===== config.mk =====
export PLATFORM = sky130hd
export DESIGN_NAME = bar_update_ctrl
export DESIGN_NICKNAME = d
export VERILOG_FILES = /design/src/rtl/vis_pkg.sv /design/src/rtl/bar_scale.sv /design/src/rtl/bar_update_ctrl.sv
export SDC_FILE = /design/constraint.sdc
export NUM_CORES = 2
export LEC_CHECK = 0
export ABC_AREA = 1
export BUFFER_PORTS_ARGS = -buffer_cell sky130_fd_sc_hd__buf_2
export CORE_MARGIN = 3
export CORE_UTILIZATION = 45
export DETAILED_ROUTE_END_ITERATION = 16
export PLACE_DENSITY = 0.6
export SYNTH_ARGS = -nofsm -noshare
export SYNTH_HDL_FRONTEND = slang
export SYNTH_SLANG_ARGS = --single-unit
export TNS_END_PERCENT = 5

===== constraint.sdc =====
create_clock -name clk -period 30.3 [get_ports clk]
set_clock_uncertainty 0.05 [all_clocks]
set_input_delay 6.06 -clock clk [delete_from_list [all_inputs] [get_ports clk]]
set_output_delay 6.06 -clock clk [all_outputs]
set_load 0.005 [all_outputs]

===== src/rtl/vis_pkg.sv =====
// Shared constants and types for the spectrum bar display path.
// Latency: n/a (declarations only).
// Backpressure: n/a.
package vis_pkg;

    localparam int NUM_BINS  = 16;
    localparam int IN_W      = 24;
    localparam int H_W       = 11;
    localparam int DISPLAY_H = 480;
    localparam int FS_SHIFT  = 14;
    localparam int DECAY     = 4;
    localparam int IDX_W     = $clog2(NUM_BINS);

    typedef logic [H_W-1:0]         height_t;
    typedef logic [IDX_W-1:0]       bin_idx_t;
    typedef logic signed [IN_W-1:0] mag_t;

    typedef enum logic [1:0] {IDLE, SCALE, DRAIN} upd_state_t;

    // One bin issued to the scale unit.
    typedef struct packed {
        bin_idx_t idx;
        mag_t     mag;
    } scale_req_t;

    // Scaled height for one bin, one cycle after issue.
    typedef struct packed {
        bin_idx_t idx;
        height_t  h;
    } scale_res_t;

    localparam height_t DISPLAY_H_T = height_t'(DISPLAY_H);
    localparam height_t DECAY_T     = height_t'(DECAY);

endpackage


===== src/rtl/bar_scale.sv =====
// Converts one signed bin magnitude into a bar height (clamp, saturate, scale).
// Latency: 1 cycle, one bin accepted per cycle.
// Backpressure: none; the sequencer issues at most one bin per cycle.
//
// Ports:
//   clk, rst        pixel clock, async active-high reset
//   req_vld, req    bin index + magnitude to scale
//   res_vld, res    bin index + height, registered
module bar_scale
    import vis_pkg::*;
(
    input  logic       clk,
    input  logic       rst,
    input  logic       req_vld,
    input  scale_req_t req,
    output logic       res_vld,
    output scale_res_t res
);

    localparam int PROD_W = FS_SHIFT + H_W;

    logic [FS_SHIFT-1:0] m;
    logic                is_neg;
    logic                is_full;
    height_t             h;

    always_comb begin
        m       = req.mag[FS_SHIFT-1:0];
        is_neg  = req.mag[IN_W-1];
        // Any set bit between the sign and the fraction means >= full scale.
        is_full = |req.mag[IN_W-2:FS_SHIFT];
        if (is_neg) begin
            h = '0;
        end else if (is_full) begin
            h = DISPLAY_H_T;
        end else begin
            h = height_t'((PROD_W'(m) * PROD_W'(DISPLAY_H)) >> FS_SHIFT);
        end
    end

    always_ff @(posedge clk or posedge rst) begin
        if (rst) begin
            res_vld <= 1'b0;
            res     <= '0;
        end else begin
            res_vld <= req_vld;
            res     <= '{idx: req.idx, h: h};
        end
    end

endmodule


===== src/rtl/bar_update_ctrl.sv =====
// Captures FFT bins on done, sweeps one scale unit over all bins each frame with peak-fall smoothing.
// Latency: sweep of NUM_BINS+1 busy cycles after frame_start; bar_top is 1 cycle after rd_idx.
// Backpressure: none; done/frame_start arriving while busy are dropped and flagged (sticky).
//
// Ports:
//   clk, rst        pixel clock, async active-high reset
//   done, f_flat    capture strobe and packed bin magnitudes
//   frame_start     start of vertical blank, launches a sweep
//   rd_idx, bar_top pixel-path read port (DISPLAY_H - disp[rd_idx], registered)
//   busy            sweep in progress
//   missed_done     sticky: done while busy
//   overrun         sticky: frame_start while busy
module bar_update_ctrl
    import vis_pkg::*;
(
    input  logic                     clk,
    input  logic                     rst,
    input  logic                     done,
    input  logic [NUM_BINS*IN_W-1:0] f_flat,
    input  logic                     frame_start,
    input  bin_idx_t                 rd_idx,
    output height_t                  bar_top,
    output logic                     busy,
    output logic                     missed_done,
    output logic                     overrun
);

    upd_state_t state, state_nxt;
    bin_idx_t   idx, idx_nxt;
    logic       start;
    logic       capture;
    logic       pending;
    logic       use_new;

    mag_t       cap  [NUM_BINS];
    height_t    tgt  [NUM_BINS];
    height_t    disp [NUM_BINS];

    scale_req_t req;
    logic       res_vld;
    scale_res_t res;

    height_t    cur_tgt;
    height_t    cur_disp;
    height_t    fallen;
    height_t    new_disp;

    assign busy    = (state != IDLE);
    assign capture = done && !busy;

    always_comb begin
        state_nxt = state;
        idx_nxt   = idx;
        start     = 1'b0;
        case (state)
            IDLE: begin
                if (frame_start) begin
                    state_nxt = SCALE;
                    idx_nxt   = '0;
                    start     = 1'b1;
                end
            end
            SCALE: begin
                idx_nxt = idx + 1'b1;
                if (idx == bin_idx_t'(NUM_BINS-1)) begin
                    state_nxt = DRAIN;
                end
            end
            DRAIN:   state_nxt = IDLE;
            default: state_nxt = IDLE;
        endcase
    end

    always_ff @(posedge clk or posedge rst) begin
        if (rst) begin
            state <= IDLE;
            idx   <= '0;
        end else begin
            state <= state_nxt;
            idx   <= idx_nxt;
        end
    end

    // A capture in the same cycle as the sweep start is consumed by that sweep.
    always_ff @(posedge clk or posedge rst) begin
        if (rst) begin
            pending     <= 1'b0;
            use_new     <= 1'b0;
            missed_done <= 1'b0;
            overrun     <= 1'b0;
        end else begin
            if (start) begin
                pending <= 1'b0;
                use_new <= pending || capture;
            end else if (capture) begin
                pending <= 1'b1;
            end
            if (done && busy)        missed_done <= 1'b1;
            if (frame_start && busy) overrun     <= 1'b1;
        end
    end

    always_ff @(posedge clk or posedge rst) begin
        if (rst) begin
            for (int i = 0; i < NUM_BINS; i++) cap[i] <= '0;
        end else if (capture) begin
            for (int i = 0; i < NUM_BINS; i++) cap[i] <= f_flat[i*IN_W +: IN_W];
        end
    end

    assign req = '{idx: idx, mag: cap[idx]};

    bar_scale u_scale (
        .clk     (clk),
        .rst     (rst),
        .req_vld (state == SCALE),
        .req     (req),
        .res_vld (res_vld),
        .res     (res)
    );

    // Smoothing: rise instantly, fall by at most DECAY rows per frame.
    // Stale sweeps reuse the retained target so bars keep falling.
    always_comb begin
        cur_tgt  = use_new ? res.h : tgt[res.idx];
        cur_disp = disp[res.idx];
        fallen   = (cur_disp > DECAY_T) ? height_t'(cur_disp - DECAY_T) : '0;
        if (cur_tgt >= cur_disp) begin
            new_disp = cur_tgt;
        end else if (fallen > cur_tgt) begin
            new_disp = fallen;
        end else begin
            new_disp = cur_tgt;
        end
    end

    always_ff @(posedge clk or posedge rst) begin
        if (rst) begin
            for (int i = 0; i < NUM_BINS; i++) begin
                tgt[i]  <= '0;
                disp[i] <= '0;
            end
        end else if (res_vld) begin
            tgt[res.idx]  <= cur_tgt;
            disp[res.idx] <= new_disp;
        end
    end

    always_ff @(posedge clk or posedge rst) begin
        if (rst) begin
            bar_top <= DISPLAY_H_T;
        end else begin
            bar_top <= DISPLAY_H_T - disp[rd_idx];
        end
    end

endmodule


==> qor.csv <==
metric;value;unit
status;finished clean;
drive_gt1_share;13.6;%
drv_slew;0;
min_path_type;reg2reg;
rows;106;
synth_commonest_cells;nand2_1 (2,061), dfrtp_1 (767), o21ai_0 (519), inv_1 (250), nor2_1 (238);
async_flop_share;100;%
hold_buffers;0;
postRouteAntennaNets;0;
hold_viol_final;0;
cp_max_fo;114;
die_h;299;µm
max_clock_freq;114;MHz
synth.yosys.seq_area_share;50.1;%
rsz0062_at_grt;false;
crit_path_start_kind;input port;
synthDistinctLibCells;50;
grt_pass1_vias;33200;
syn-num-nets;5399;
crit_top_cell;buf_4;
path_clk_slew;60;ps
place_congestion;0.889;
cts_tree;done;
cts_buffers;88;
critPathRequiredTime;30920;ps
syn_area;38600;µm²
cts.sinks;771;
slew-limit-headroom;24.3;%
post_cts_buffers;0;
grt_pass1_wl;205000;µm
endpoint_kind;asynchronous set/reset pin;
io_buffers;405;
post_cts_resized;0;
syn_inst;4936;
postSynthAreaPerCell;7.81;µm²
cts-htree-levels;3;
drt_wl_total;134000;µm
finalCritPeriodShare;28.9;%
root_buffer;clkbuf_16;
drt_iter0_markers;3533;
tns;0;ps
synth_top_area_share;49.8;%
via_per_inst;5.47;
worst_pin_slew;1130;ps
initial_core_util;45.8;%
synth_most_common_cell;nand2_1;
io_pins;406;
drc;0;
yosysWarnings;0;
wl_per_cell;21.0;µm
maxCapViolCount;0;
design.core.area;84200;µm²
setup_viol;0;
fin_nets;5629;
fillers;8231;
path_class;in2async;
vias;34900;
path_cells;buf_2 -> inv_8 -> buf_4 -> buf_4 -> buf_4;
yosys-top-cells-area;dfrtp_1 (50%), nand2_1 (20%), o21ai_0 (6.7%), nand3_1 (2.9%), inv_1 (2.4%);
final_util;52.2;%
dominantRegCellSynth;dfrtp_1;
yosysTopAreaCell;dfrtp_1;
insertion_delay;670;ps
clockBufferDepth;3;
period_needed;8760;ps
critPathArrivalTime;9370;ps
grt_start_max_net_pins;119;
antenna_found_initial;30;
cpPeakStageDelay;840;ps
hold_ws;414;ps
yosys_register_bits;771;
synth_edf_count;0;
die_area;89200;µm²
syn2layout_area_growth;14.0;%
hpwl;84600;µm
drtPass1Iterations;7;
slowest_stage;buf_4;
grt_usage;29.7;%
overflow;0;
fp.dieW;299;µm
[layout make-up]
type | instances | area, µm² | share of cell area [%]
Antenna cell | 14 | 35.0 | 0.0797
Clock buffer | 135 | 2580 | 5.87
Clock inverter | 19 | 300 | 0.683
Inverter | 260 | 996 | 2.27
Multi-Input combinational cell | 3585 | 16900 | 38.4
Sequential cell | 771 | 19300 | 43.9
Tap cell | 1134 | 1420 | 3.23
Timing Repair Buffer | 460 | 2440 | 5.55
[flip-flops by register name, indices dropped and copies added, names as in the netlist]
register / count
state: 2
u_scale.res: 13
idx: 4
bar_top: 11
tgt: 176
missed_done: 1
disp: 176
use_new: 1
overrun: 1
cap: 384
pending: 1
u_scale.res_vld: 1
[worst max-delay path: cells and delay by family]
kind     cells  cell delay (ps)
buf+inv      5             3080
[final timing paths]
path	startpoint	end	slack, ps	depth (start not counted)
max	rst	cap[309]	21540	5
min	cap[303]	cap[303]	410	2
max reg2reg	u_scale.res[12]	disp[47]	23240	30
min reg2reg	cap[303]	cap[303]	410	2
max in group clk	rd_idx[0]	bar_top[10]	21660	16
min in group asynchronous	rst	cap[165]	5460	2
[layer usage]
layer | track usage (%) | vias to the layer above | part of all wire [%]
met1 | 40.3 | 16700 | 42
met5 | 0 | - | 0.10
met3 | 5.91 | 328 | 8.1
met2 | 46.8 | 1491 | 46
li1 | - | 16400 | -
met4 | 11.8 | 20 | 4.4
[cell families after synthesis]
group | synth area share (%)
fa+ha+maj | 2.77
simple gates | 27.6
buf+inv | 6.40
xor+xnor | 0.454
compound gates | 12.7
flops | 50.1
[placed cells by master, fill, tap and decap left out, types with 9 or more instances in the layout]
cell | netlist | layout
clkbuf_16 | 0 | 88
a22oi_1 | 97 | 97
nand4_1 | 34 | 34
o22ai_1 | 13 | 13
a21oi_1 | 99 | 99
nor3_1 | 19 | 19
clkbuf_8 | 0 | 20
o21ai_2 | 9 | 9
clkbuf_1 | 225 | 27
nand3_1 | 224 | 224
nor2_4 | 5 | 10
nor2_1 | 238 | 217
nand2_4 | 19 | 19
nand2_2 | 15 | 15
o211ai_1 | 45 | 45
diode_2 | 0 | 14
ha_1 | 47 | 47
buf_2 | 51 | 405
inv_1 | 250 | 233
xor2_1 | 12 | 12
nor2_2 | 5 | 21
fa_1 | 24 | 24
o21ai_0 | 519 | 519
inv_2 | 5 | 21
nand3_2 | 16 | 16
buf_4 | 5 | 55
dfrtp_1 | 767 | 764
nand2_1 | 2061 | 2061
o221ai_1 | 23 | 23
[stage by stage]
| step | setup WS, ps | cell area (µm²) | cells |
|---|---|---|---|
| 6_report | 21540 | 43900 | 6378 |
| 5_1_grt | 21000 | 43900 | 6368 |
| 4_1_cts | 21430 | 43900 | 6364 |
| 3_5_place_dp | 20700 | 41000 | 6210 |
| 3_3_place_gp | 20700 | 41000 | 6210 |
| 2_1_floorplan | 2550 | 38600 | 4936 |
Power is left out: the tool's default activity adds up to more than one toggle a clock period on the data nets, which glitch-free logic cannot reach.
